==> src/rtl/uart_tx_arbiter.sv <==
// ---------------------------------------------------------------------------
// uart_tx_arbiter
//   Two-requester, packet-granular arbiter in front of a UART transmit FIFO.
//   A requester keeps the grant until the final byte of its packet is taken
//   or until it stays idle for IDLE_TIMEOUT consecutive cycles. Simultaneous
//   requests in IDLE are resolved by a 1-bit round-robin pointer.
//
// Parameters
//   IDLE_TIMEOUT  owner-idle cycles that revoke a held grant (1..255)
//
// Ports
//   clk            rising-edge clock
//   reset_n        asynchronous active-low reset
//   req0/req1      requester n presents a byte
//   data0/data1    byte from requester n, stable until ack_n
//   last0/last1    presented byte ends the packet
//   tx_full        UART transmit FIFO full
//   ack0/ack1      one-cycle pulse, byte from requester n was written
//   wr_uart        one-cycle write strobe to the FIFO
//   w_data         byte written to the FIFO (valid with wr_uart)
//   owner          00 none, 01 requester 0, 10 requester 1
//   timeout        one-cycle pulse when a grant is revoked for idleness
// ---------------------------------------------------------------------------
module uart_tx_arbiter #(
    parameter int unsigned IDLE_TIMEOUT = 64
) (
    input  logic       clk,
    input  logic       reset_n,
    input  logic       req0,
    input  logic       req1,
    input  logic [7:0] data0,
    input  logic [7:0] data1,
    input  logic       last0,
    input  logic       last1,
    input  logic       tx_full,
    output logic       ack0,
    output logic       ack1,
    output logic       wr_uart,
    output logic [7:0] w_data,
    output logic [1:0] owner,
    output logic       timeout
);

    localparam logic [7:0] IDLE_TIMEOUT_L = 8'(IDLE_TIMEOUT);

    // State encoding doubles as the owner output encoding.
    typedef enum logic [1:0] {
        IDLE = 2'b00,
        GNT0 = 2'b01,
        GNT1 = 2'b10
    } state_t;

    state_t      state_q, state_d;
    logic        prio_q, prio_d;
    logic [7:0]  idle_cnt_q, idle_cnt_d;
    logic        ack0_q, ack0_d;
    logic        ack1_q, ack1_d;
    logic        wr_q, wr_d;
    logic [7:0]  w_data_q, w_data_d;
    logic        timeout_q, timeout_d;

    // Signals of whichever requester currently holds the grant.
    logic        own_req_s;
    logic [7:0]  own_data_s;
    logic        own_last_s;
    logic        own_ack_s;
    logic [7:0]  idle_cnt_inc_s;

    assign own_req_s      = (state_q == GNT1) ? req1   : req0;
    assign own_data_s     = (state_q == GNT1) ? data1  : data0;
    assign own_last_s     = (state_q == GNT1) ? last1  : last0;
    assign own_ack_s      = (state_q == GNT1) ? ack1_q : ack0_q;
    // The counter never exceeds IDLE_TIMEOUT-1 before this add, so no wrap.
    assign idle_cnt_inc_s = idle_cnt_q + 8'd1;

    // Next-state, grant, acceptance and idle-timeout logic.
    always_comb begin
        state_d    = state_q;
        prio_d     = prio_q;
        idle_cnt_d = idle_cnt_q;
        ack0_d     = 1'b0;
        ack1_d     = 1'b0;
        wr_d       = 1'b0;
        w_data_d   = w_data_q;
        timeout_d  = 1'b0;

        case (state_q)
            IDLE: begin
                // Counter is cleared here so every grant starts from zero.
                idle_cnt_d = 8'd0;
                if (req0 && req1) begin
                    state_d = prio_q ? GNT1 : GNT0;
                end else if (req0) begin
                    state_d = GNT0;
                end else if (req1) begin
                    state_d = GNT1;
                end else begin
                    state_d = IDLE;
                end
            end
            GNT0, GNT1: begin
                // Acceptance is blocked during the ack cycle: the requester
                // still shows the old byte then, and tx_full has not yet
                // caught up with the previous write.
                if (own_req_s && !tx_full && !own_ack_s) begin
                    idle_cnt_d = 8'd0;
                    wr_d       = 1'b1;
                    w_data_d   = own_data_s;
                    ack0_d     = (state_q == GNT0);
                    ack1_d     = (state_q == GNT1);
                    if (own_last_s) begin
                        state_d = IDLE;
                        prio_d  = (state_q == GNT0);
                    end else begin
                        state_d = state_q;
                    end
                end else if (!own_req_s) begin
                    if (idle_cnt_inc_s == IDLE_TIMEOUT_L) begin
                        state_d    = IDLE;
                        prio_d     = ~prio_q;
                        timeout_d  = 1'b1;
                        idle_cnt_d = 8'd0;
                    end else begin
                        idle_cnt_d = idle_cnt_inc_s;
                    end
                end else begin
                    // Stalled by tx_full or waiting out the ack cycle.
                    idle_cnt_d = idle_cnt_q;
                end
            end
            default: begin
                state_d    = IDLE;
                idle_cnt_d = 8'd0;
            end
        endcase
    end

    // State and registered-output flops.
    always_ff @(posedge clk or negedge reset_n) begin
        if (!reset_n) begin
            state_q    <= IDLE;
            prio_q     <= 1'b0;
            idle_cnt_q <= 8'd0;
            ack0_q     <= 1'b0;
            ack1_q     <= 1'b0;
            wr_q       <= 1'b0;
            w_data_q   <= 8'h00;
            timeout_q  <= 1'b0;
        end else begin
            state_q    <= state_d;
            prio_q     <= prio_d;
            idle_cnt_q <= idle_cnt_d;
            ack0_q     <= ack0_d;
            ack1_q     <= ack1_d;
            wr_q       <= wr_d;
            w_data_q   <= w_data_d;
            timeout_q  <= timeout_d;
        end
    end

    assign ack0    = ack0_q;
    assign ack1    = ack1_q;
    assign wr_uart = wr_q;
    assign w_data  = w_data_q;
    assign owner   = state_q;
    assign timeout = timeout_q;

endmodule

==> config.mk <==
export PLATFORM = sky130hd
export DESIGN_NAME = uart_tx_arbiter
export DESIGN_NICKNAME = d
export VERILOG_FILES = /design/src/rtl/uart_tx_arbiter.sv
export SDC_FILE = /design/constraint.sdc
export NUM_CORES = 1
export LEC_CHECK = 0
export ABC_AREA = 1
export CORE_MARGIN = 8
export CORE_UTILIZATION = 50
export CTS_CLUSTER_DIAMETER = 50
export DETAILED_ROUTE_END_ITERATION = 10
export GPL_ROUTABILITY_DRIVEN = 1
export GPL_TIMING_DRIVEN = 0
export PLACE_DENSITY = 0.84
export SYNTH_ARGS = -nofsm -noshare
export SYNTH_HDL_FRONTEND = slang
export SYNTH_SLANG_ARGS = --single-unit
==> constraint.sdc <==
create_clock -name clk -period 5.4 [get_ports clk]
set_clock_uncertainty 0.2 [all_clocks]
set_input_delay 1.08 -clock clk [delete_from_list [all_inputs] [get_ports clk]]
set_output_delay 1.08 -clock clk [all_outputs]
set_load 0.01 [all_outputs]
Word level (Yosys, flattened, before mapping) --
Index checks and enable logic that the tools add are counted.
Cells by class: muxes and demuxes 31, eq/ne operators 8, bitwise gates (word level) 1, add/subtract/negate cells 1, reductions and logical operators 11
Operator list (count):
- $mux W8 | 5
- $mux W1 | 17
- $mux W2 | 8
- $ne A3 B3 Y1 const B | 3
- $add A8 B1 Y8 const B | 1
- $eq A8 B7 Y1 const B | 1
- $pmux W2 S2 | 1
- $reduce_and A4 Y1 | 1
- $logic_and A1 B1 Y1 | 3
- $reduce_and A3 Y1 | 1
- $eq A2 B1 Y1 const B | 1
- $eq A2 B2 Y1 const B | 1
- $logic_not A1 Y1 | 2
- $logic_not A2 Y1 | 1
- $ne A2 B1 Y1 const B | 1
- $ne A2 B2 Y1 const B | 1
- $reduce_and A2 Y1 | 1
- $reduce_bool A2 Y1 | 1
- $reduce_or A2 Y1 | 1
- $not A1 Y1 | 1
Storage, ports and cells: bits in registers 23, input port bits 23, word-level logic and storage cells 60

Depth between registers and ports, before layout --
word-level depth 6, depth in mapped cells 13

Least setup slack after synthesis --
OpenSTA, ideal clock, no wires.
kind input to register, start input port req0, end register state_q[0] (netlist: owner[0]), path slack 3.092 ns, data arrival time 1.991 ns, setup time 0.117 ns, buffers on the path 0, stages on the path 9, path through inv_1 -> nand2_1 -> o21ai_2 -> nor3_4 -> inv_4 -> nand2_1 -> nand3_1 -> nand2_1 -> nand2_1
Between the ends: cells in the longest elaborated chain, start to end 5
Ends and longest elaborated chain:
- from (decl) | RTL line 29 | input logic req0,
- $mux W1 | RTL line 69 | assign own_req_s = (state_q == GNT1) ? req1 : req0;
- $logic_and A1 B1 Y1 (2 in a row) | RTL line 105 | if (own_req_s && !tx_full && !own_ack_s) begin
- $ne A3 B3 Y1 (no source line) / $mux W2 (equally long branches)
- $reduce_and A3 Y1 (no source line) / $pmux W2 S2 (equally long branches)
- to (signal assigned) | RTL line 150 | state_q <= state_d;
- to (decl) | RTL line 53 | state_t state_q, state_d;
Parallel ways exist; a longest one is shown, timed or not. A chain may end at the register's enable or synchronous reset.

Worst setup path in the final report --
Same ends and word-level chain as after synthesis.

==> out/results.tsv <==
metric	value	unit
clk_latency	0.30	ns
worstHoldStart	owner[1]	
holdCritPathClass	reg -> reg	
netlist_instances	165	
syn_area	1280	um2
worstMarginPinSlew	1.06	ns
fin_cells	235	
cts_tree	yes	
core	2450	um2
placementRows	18	
grt_remaining_overflow	0	
min_path_cells	2	
whs	0.358	ns
layout-drive-gt1-share	0.0634	
dp_cells	231	
vias	1229	
io_pins	37	
grt.total_usage	0.164	
ys_ff_latch	23	
endpoint_kind	register	
fillers	217	
power_density	386	nW/um2
worstSetupPathType	in -> reg	
maxCapViolCount	0	
cts_max_level	1	
slowest_stage	clkdlybuf4s50_1	
hold_end	owner[1]	
root_buffer	clkbuf_4	
totalWireLength	3240	um
grt_max_degree	24	
hpwl	2590	um
drt_iter0_drc	59	
die_w	66.7	um
drc	0	
detail_route.first_pass.iterations	4	
die_h	66.7	um
timing_hold_violations_final	0	
ctsResizeCount	0	
r2r_setup_slack	3.14	ns
wl_per_cell	13.8	um
startpoint_type	input port	
grt_pass1_vias	1366	
grt_setup_unrepaired	false	
setup_tns	0	ns
clk_pin_slew_worst_paths	0.13	ns
place.gp.congestion	0.792	
total_power	0.000659	W
syn_to_final_growth	33.0	%
cts_sinks	23	
clock_path_buffers	2	
max_freq	372	MHz
viasPerCell	5.23	
setup_slack	2.71	ns
port_buffers	36	
worstPathRequired	5.41	ns
final_antenna_net_count	0	
finalCritPeriodShare	0.498	
setup_viol	0	
r2r-end	owner[0]	
outcome	finished clean	
r2r-start	owner[0]	
antenna_found_initial	0	
cts_setup_buffers	0	
post-place-ws	2.39	ns
cpMostUsedCell	nand2_1	
syn-mean-instance-area	7.78	um2
peakVddDrop	0.239	mV
netlist-cell-type-count	23	
worstPathMaxFanout	9	
cts_buffers	3	
maxSlewViolCount	0	
initial_core_util	0.523	
p_leak	0.784	nW
max_slew_margin	0.293	
fin_crit	2.69	ns
worstPathArrival	2.70	ns
final_net_count	233	
grt_pass1_wl	5900	um
cts_hold_buffers	0	
path_cells	clkdlybuf4s50_1, inv_1, nand2_1, o21ai_2, nor3_4, inv_4, nand2_1, nand3_1, nand2_1, nand2_1	
reg2regPathDepth	11	
critPathMaxStageDelay	0.45	ns
diodes	0	
synth_nets	192	
dieArea	4440	um2
yosys_warnings	0	
ys_seq_area_frac	0.448	
cell usage after synthesis:
master	count	area (um2)
buf_8	1	15.0
o21ai_0	8	40.0
nand2_1	52	195
buf_6	1	11.3
nand2_2	2	12.5
o21ai_2	1	8.76
a21oi_1	1	5.00
o22ai_1	3	18.8
nor3_4	1	16.3
nand4_1	5	31.3
inv_4	1	6.26
a31oi_1	7	43.8
clkbuf_1	1	3.75
dfrtp_1	23	576
o31ai_1	1	7.51
nor2_1	20	75.1
nand3_1	11	55.1
a31oi_2	1	12.5
a211oi_1	1	7.51
inv_1	18	67.6
nor2_8	1	20.0
ha_1	4	50.1
buf_2	1	5.00
report_power, final:
| group | switching (W) | total [W] | internal [W] | leakage [nW] |
|---|---|---|---|---|
| sequential | 0.0000333 | 0.000251 | 0.000218 | 0.294 |
| clock | 0.0000513 | 0.0000800 | 0.0000288 | 0.0150 |
| combinational | 0.000178 | 0.000328 | 0.000150 | 0.475 |
sequential cells by signal, indices dropped and copies added (netlist names):
signal	cells
prio_q	1
w_data	8
wr_uart	1
ack0	1
idle_cnt_q	8
timeout	1
ack1	1
owner	2
metrics by stage:
step                utilization  area (um2)
floorplan                     -        1280
global placement          0.685        1680
detailed placement        0.685        1680
CTS                       0.696        1710
global route              0.696        1710
finish                    0.696        1710
critical path: cells and delay by family:
| family | cells | cell delay (ns) |
|---|---|---|
| buf+inv | 3 | 0.62 |
| compound gates | 1 | 0.10 |
| simple gates | 6 | 0.90 |
routing by layer:
layer  wire [um]  GRT usage
met1        1350      0.179
met2        1770      0.314
met3         112     0.0268
met4           7     0.0400
met5           0          0
kinds of logic (layout without fill, tap and decap cells):
family                     Yosys count  after routing  share of synthesized area
and+or+nand+nor                     92             92                      0.316
AOI/OAI and AO/OA                   23             23                      0.112
DFF                                 23             23                      0.448
buffers and inverters               23             63                     0.0848
adders and majority gates            4              4                     0.0390
area by class of cell:
type                       instances  area [um2]  share of cell area
multi-input combinational        119         599               0.351
sequential                        23         576               0.337
timing repair buffer              36         360               0.211
inverter                          19        73.8              0.0432
tap                               30        37.5              0.0220
buffer                             4        35.0              0.0205
clock buffer                       4        26.3              0.0154
how the worst max path moves through the flow:
stage,start,endpoint
final,req0,owner[0]
after CTS,req0,owner[0]
after detailed placement,req0,owner[0]
after global routing,req0,owner[1]
after floorplan,req0,owner[0]
after global placement,req0,owner[1]
cells in the final DEF (no fill, tap or decap), drive strengths merged:
| master | instances |
|---|---|
| o21ai | 9 |
| nor2 | 21 |
| nand4 | 5 |
| clkdlybuf4s50 | 36 |
| o31ai | 1 |
| o22ai | 3 |
| a31oi | 8 |
| nand2 | 54 |
| nand3 | 11 |
| nor3 | 1 |
| a211oi | 1 |
| a21oi | 1 |
| ha | 4 |
| inv | 19 |
| clkbuf | 5 |
| dfrtp | 23 |
| buf | 3 |
No activity file was read; power rests on OpenSTA's default activity.
